**config.mk**
```make
export PLATFORM = sky130hd
export DESIGN_NAME = pipe_stage_reg
export DESIGN_NICKNAME = d
export VERILOG_FILES = /design/src/rtl/pipe_stage_reg.sv
export SDC_FILE = /design/constraint.sdc
export NUM_CORES = 1
export LEC_CHECK = 0
export BUFFER_PORTS_ARGS = -buffer_cell sky130_fd_sc_hd__buf_2
export CAP_MARGIN = 20
export CORE_MARGIN = 10
export CORE_UTILIZATION = 51
export CTS_CLUSTER_SIZE = 8
export DETAILED_ROUTE_END_ITERATION = 12
export PLACE_DENSITY = 0.86
export SYNTH_ARGS = -nofsm -noshare
export SYNTH_HDL_FRONTEND = slang
export SYNTH_SLANG_ARGS = --single-unit
```
**constraint.sdc**
```tcl
create_clock -name clk -period 3.91 [get_ports clk]
set_input_delay 0.391 -clock clk [delete_from_list [all_inputs] [get_ports clk]]
set_output_delay 0.391 -clock clk [all_outputs]
set_load 0.03 [all_outputs]
```
**src/rtl/pipe_stage_reg.sv**
```systemverilog
// Inter-stage pipeline register: data + control word with valid/ready handshake,
// hazard stall, bubble-inserting flush, optional 2-entry skid buffer and
// saturating stall/flush event counters for CPI debug.
module pipe_stage_reg #(
  parameter int unsigned DATA_W     = 64,
  parameter int unsigned CTRL_W     = 16,
  parameter int unsigned SKID       = 0,
  parameter int unsigned FLUSH_DATA = 1,
  parameter int unsigned CNT_W      = 16
) (
  input  logic              clk,
  input  logic              rst,
  input  logic              in_valid,
  output logic              in_ready,
  input  logic [DATA_W-1:0] in_data,
  input  logic [CTRL_W-1:0] in_ctrl,
  input  logic              stall,
  input  logic              flush,
  output logic              out_valid,
  input  logic              out_ready,
  output logic [DATA_W-1:0] out_data,
  output logic [CTRL_W-1:0] out_ctrl,
  output logic [CNT_W-1:0]  stall_cnt,
  output logic [CNT_W-1:0]  flush_cnt
);

  logic              main_v_q, main_v_d;
  logic [DATA_W-1:0] main_data_q, main_data_d;
  logic [CTRL_W-1:0] main_ctrl_q, main_ctrl_d;
  logic              skid_v_q, skid_v_d;
  logic [DATA_W-1:0] skid_data_q, skid_data_d;
  logic [CTRL_W-1:0] skid_ctrl_q, skid_ctrl_d;
  logic [CNT_W-1:0]  stall_cnt_q, stall_cnt_d;
  logic [CNT_W-1:0]  flush_cnt_q, flush_cnt_d;

  logic              emit;
  logic              accept;
  logic              main_free;
  logic [1:0]        drop_cnt;
  logic [CNT_W:0]    stall_sum;
  logic [CNT_W:0]    flush_sum;

  // Handshake: with the skid buffer, in_ready depends only on registered state.
  always_comb begin
    emit      = main_v_q & out_ready;
    main_free = ~main_v_q | emit;
    if (SKID != 0) begin
      in_ready = ~stall & ~skid_v_q;
    end else begin
      in_ready = ~stall & (~main_v_q | out_ready);
    end
    accept = in_valid & in_ready;
  end

  // Next state of main/skid entries, including flush bubbles and drop counting.
  always_comb begin
    main_v_d    = main_v_q;
    main_data_d = main_data_q;
    main_ctrl_d = main_ctrl_q;
    skid_v_d    = skid_v_q;
    skid_data_d = skid_data_q;
    skid_ctrl_d = skid_ctrl_q;
    drop_cnt    = 2'd0;

    if (main_free) begin
      // Skid (older) refills main first; skid full implies no accept this cycle.
      skid_v_d = 1'b0;
      if (flush || !(skid_v_q || accept)) begin
        // Bubble: ctrl always cleared so out_valid=0 never carries live ctrl.
        main_v_d    = 1'b0;
        main_ctrl_d = '0;
        if (FLUSH_DATA != 0) begin
          main_data_d = '0;
        end
        drop_cnt = {1'b0, skid_v_q | accept};
      end else if (skid_v_q) begin
        main_v_d    = 1'b1;
        main_data_d = skid_data_q;
        main_ctrl_d = skid_ctrl_q;
      end else begin
        main_v_d    = 1'b1;
        main_data_d = in_data;
        main_ctrl_d = in_ctrl;
      end
    end else if (flush) begin
      // Held main entry is older than the branch and survives; younger ones go.
      skid_v_d = 1'b0;
      drop_cnt = {1'b0, skid_v_q} + {1'b0, accept};
    end else if (accept) begin
      skid_v_d    = 1'b1;
      skid_data_d = in_data;
      skid_ctrl_d = in_ctrl;
    end
  end

  // Saturating event counters.
  always_comb begin
    stall_sum   = {1'b0, stall_cnt_q} + (CNT_W + 1)'(in_valid & ~in_ready);
    flush_sum   = {1'b0, flush_cnt_q} + (CNT_W + 1)'(drop_cnt);
    stall_cnt_d = stall_sum[CNT_W] ? '1 : stall_sum[CNT_W-1:0];
    flush_cnt_d = flush_sum[CNT_W] ? '1 : flush_sum[CNT_W-1:0];
  end

  // State registers with synchronous reset.
  always_ff @(posedge clk) begin
    if (rst) begin
      main_v_q    <= 1'b0;
      main_data_q <= '0;
      main_ctrl_q <= '0;
      skid_v_q    <= 1'b0;
      skid_data_q <= '0;
      skid_ctrl_q <= '0;
      stall_cnt_q <= '0;
      flush_cnt_q <= '0;
    end else begin
      main_v_q    <= main_v_d;
      main_data_q <= main_data_d;
      main_ctrl_q <= main_ctrl_d;
      skid_v_q    <= skid_v_d;
      skid_data_q <= skid_data_d;
      skid_ctrl_q <= skid_ctrl_d;
      stall_cnt_q <= stall_cnt_d;
      flush_cnt_q <= flush_cnt_d;
    end
  end

  assign out_valid = main_v_q;
  assign out_data  = main_data_q;
  assign out_ctrl  = main_ctrl_q;
  assign stall_cnt = stall_cnt_q;
  assign flush_cnt = flush_cnt_q;

endmodule

```
==> metrics <==
status finished, final reports clean; met1 GRT Util about 21%; synthesis-stage register bit count 194; period utilization approximately three quarters; Hold Path Class in2reg; dpl hpwl around 12000 µm; initial DRC count around 250; met2 Use GR 28.87%; initial antenna violation count 0; Num CTS Buffers 17; clock slew at reported path FFs 0.07 ns; most frequent cell on the critical path ha_1; Cell Chain, Critical Path nor2b_1, nor2_1, nand2_1, ha_1, o211a_1, ha_1, inv_1, fa_1, nand4b_1, nor4_1, and3b_1, nor3_1; number of global-route vias before repair between 5000 and 6000; post-route ant nets 0; worst setup path startpoint out_valid$_SDFFE_PP0P_; gate count of the mapped netlist ~710; drt drc 0; Pleak about 3.7 nW; Synth warnings 0; achievable frequency roughly 330 MHz; synthesis-to-finish area growth 24.80%; Crit Path Category reg2reg; Data required, critical path ~4.2 ns; CTS tree done; min cycle time layout around 3 ns; gr usage total approximately 18%; first-pass GRT wire length 27300 µm; Final Setup Violations 0; worst-skew pair later-pin latency 0.42 ns; most used routing layer in global routing met2; H-tree levels 4; commonest non-fill, non-tap cell in the layout buf_2; Nets approximately 980; I/O Pins 200; Post-Route Setup TNS 0 ns; Worst path max stage delay roughly 0.49 ns; hold path start flush; fillers about 1100; largest net degree at the start of global routing 81; vias roughly 5500; WHS Path Cells 2; Root Buffer clkbuf_16; die height between 100 and 150 µm; placed cells around 1000; post-CTS resize count 0; Cell Count, Final, Fillers Out approximately 1100; ANT cells 0; met3 usage ~7.5%; Hold Vio Cnt, Final 0; RR Startpoint out_valid$_SDFFE_PP0P_; die area about 19000 µm²; actual slew at the worst max-slew pin approximately 0.8 ns; Pins Over Slew Limit 0; syn_nets around 800; maximum capacitance violations 0; Post-Syn Area around 7000 µm²; crit path DAT 3.29 ns; post-synthesis cell type count 38; drt first pass iters 4; core footprint between 10000 and 15000 µm²; area of the multi-input gates about 3000 µm²; aggregate global routing overflow 0; setup bufs post-CTS 0; Crit-path slowest cell nor4_1; FP Rows 42; syn avg cell area between 9 and 10 µm²; Setup WS post-layout around 0.9 ns; crit start category flip-flop; most frequent cells in the layout buf_2, dfxtp_1, nand2_1; max_slew headroom 45.12%; crit path max fanout 4; Hold WS 0.1892 ns; Clock Tree Buf Depth 2; layout cell share with drive strength beyond 1 27.02%; FF-to-FF path depth 12; GPL Wtd Cong around 0.85; unrepaired setup endpoints after global routing false; Seq. cell area roughly 3900 µm²; drt wl/cell approximately 16 µm; Cell Pwr Density 454.5 nW/µm²; Crit. End Element flip-flop; clock sinks around 190; Peak VDD IR around 0.32 mV; Vias/cell about 5.1; Worst Clk Skew between 0.008 and 0.009 ns; total routed wirelength 17500 µm; Seq/Total Area, Yosys 55.25%; Tot Pwr 3.987 mW; IO Port Bufs 199; Initial Util 52.66%; dpl ws 0.8571 ns; CTS Hold Bufs 0; DIE WIDTH 137.4 µm
==> synth_stat cells <==
cell      number  area share, %
nand2b_1       1          0.089
buf_2          2           0.14
and3_1         2           0.18
nor4_4         1           0.30
and4_1         1           0.12
fa_1           1           0.28
nand2_1       94            5.0
mux2i_1       81             12
clkbuf_1      27            1.4
xnor2_1       15            1.9
nand4_4        2           0.61
dfxtp_1      194             55
nor3b_1        1           0.11
buf_1          9           0.48
or4_4          1           0.16
nor2b_1       83            7.4
a31oi_1        2           0.18
and4_2         1           0.14
nand4b_1       2           0.25
nor2_1        14           0.75
inv_1         10           0.53
o21ai_0       85            6.1
nand3b_1       1           0.11
buf_6          1           0.16
a21oi_1       24            1.7
nand4_1        5           0.44
a21o_1         1           0.11
a41o_1         1           0.14
xor2_1         5           0.62
a311oi_1       1           0.12
and3b_1        2           0.25
ha_1           6            1.1
clkbuf_2       1          0.071
o211a_1        1           0.14
a31o_2         1           0.12
nor3_1        11           0.78
nand3_1        9           0.64
nor4_1         7           0.62
==> critical path: cells and delay by family, from the launching register on <==
kind / cells / cell delay (ns)
AND/OR/NAND/NOR: 7 / 1.48
adder cells (fa/ha/maj): 3 / 0.88
flip-flops: 1 / 0.31
AO/OA/AOI/OAI: 1 / 0.15
buffers and inverters: 1 / 0.06
==> flip-flops by register name, summed over array words and instances, names as in the netlist <==
| signal | count |
|---|---|
| stall_cnt | 16 |
| out_valid | 1 |
| out_ctrl | 16 |
| skid_v_q | 1 |
| flush_cnt | 16 |
| skid_ctrl_q | 16 |
| out_data | 64 |
| skid_data_q | 64 |
==> through the flow <==
| step | cell area (µm²) | utilization (%) |
|---|---|---|
| after floorplan | 7029 | - |
| after global placement | 8143 | 61.00 |
| after detailed placement | 8143 | 61.00 |
| after CTS | 8772 | 65.72 |
| after global routing | 8772 | 65.72 |
| final | 8772 | 65.72 |
==> final cells by class <==
class / instances / area share [%]
timing repair buffer: 205 / 11.90
tap: 176 / 2.510
multi-input combinational: 462 / 33.68
clock buffer: 22 / 5.520
inverter: 10 / 0.4279
sequential: 194 / 44.32
clock inverter: 10 / 1.655
==> worst paths after layout <==
kind                                                   to  slack (ns)
worst max-delay path             flush_cnt[12]$_SDFF_PP0_        0.90
worst min-delay path                skid_v_q$_SDFFE_PP0P_        0.19
worst max register to register   flush_cnt[12]$_SDFF_PP0_        0.90
worst min register to register  out_data[24]$_SDFFE_PP0P_        0.45
==> cell families (layout without fill, tap and decap cells) <==
logic type / after synthesis / after routing / synth area share [%]
flops: 194 / 194 / 55.25
xor+xnor: 20 / 20 / 2.492
compound gates: 116 / 116 / 8.580
simple gates: 238 / 238 / 17.96
buf+inv: 50 / 247 / 2.830
fa+ha+maj: 7 / 7 / 1.353
mux: 81 / 81 / 11.53
==> layer usage <==
| layer | vias up | routed length, µm |
|---|---|---|
| met3 | 16 | 1521 |
| li1 | 2749 | - |
| met1 | 2571 | 7560 |
| met4 | 0 | 140 |
| met2 | 158 | 8272 |
| met5 | - | 0 |
==> power by group <==
| part | internal (mW) | switching, mW | leakage [nW] |
|---|---|---|---|
| Sequential | 1.99 | 0.00895 | 1.57 |
| Clock | 1.08 | 0.733 | 0.300 |
| Combinational | 0.0649 | 0.107 | 1.79 |
| Total | 3.14 | 0.849 | 3.66 |
Power figures use the tool's default switching activity.
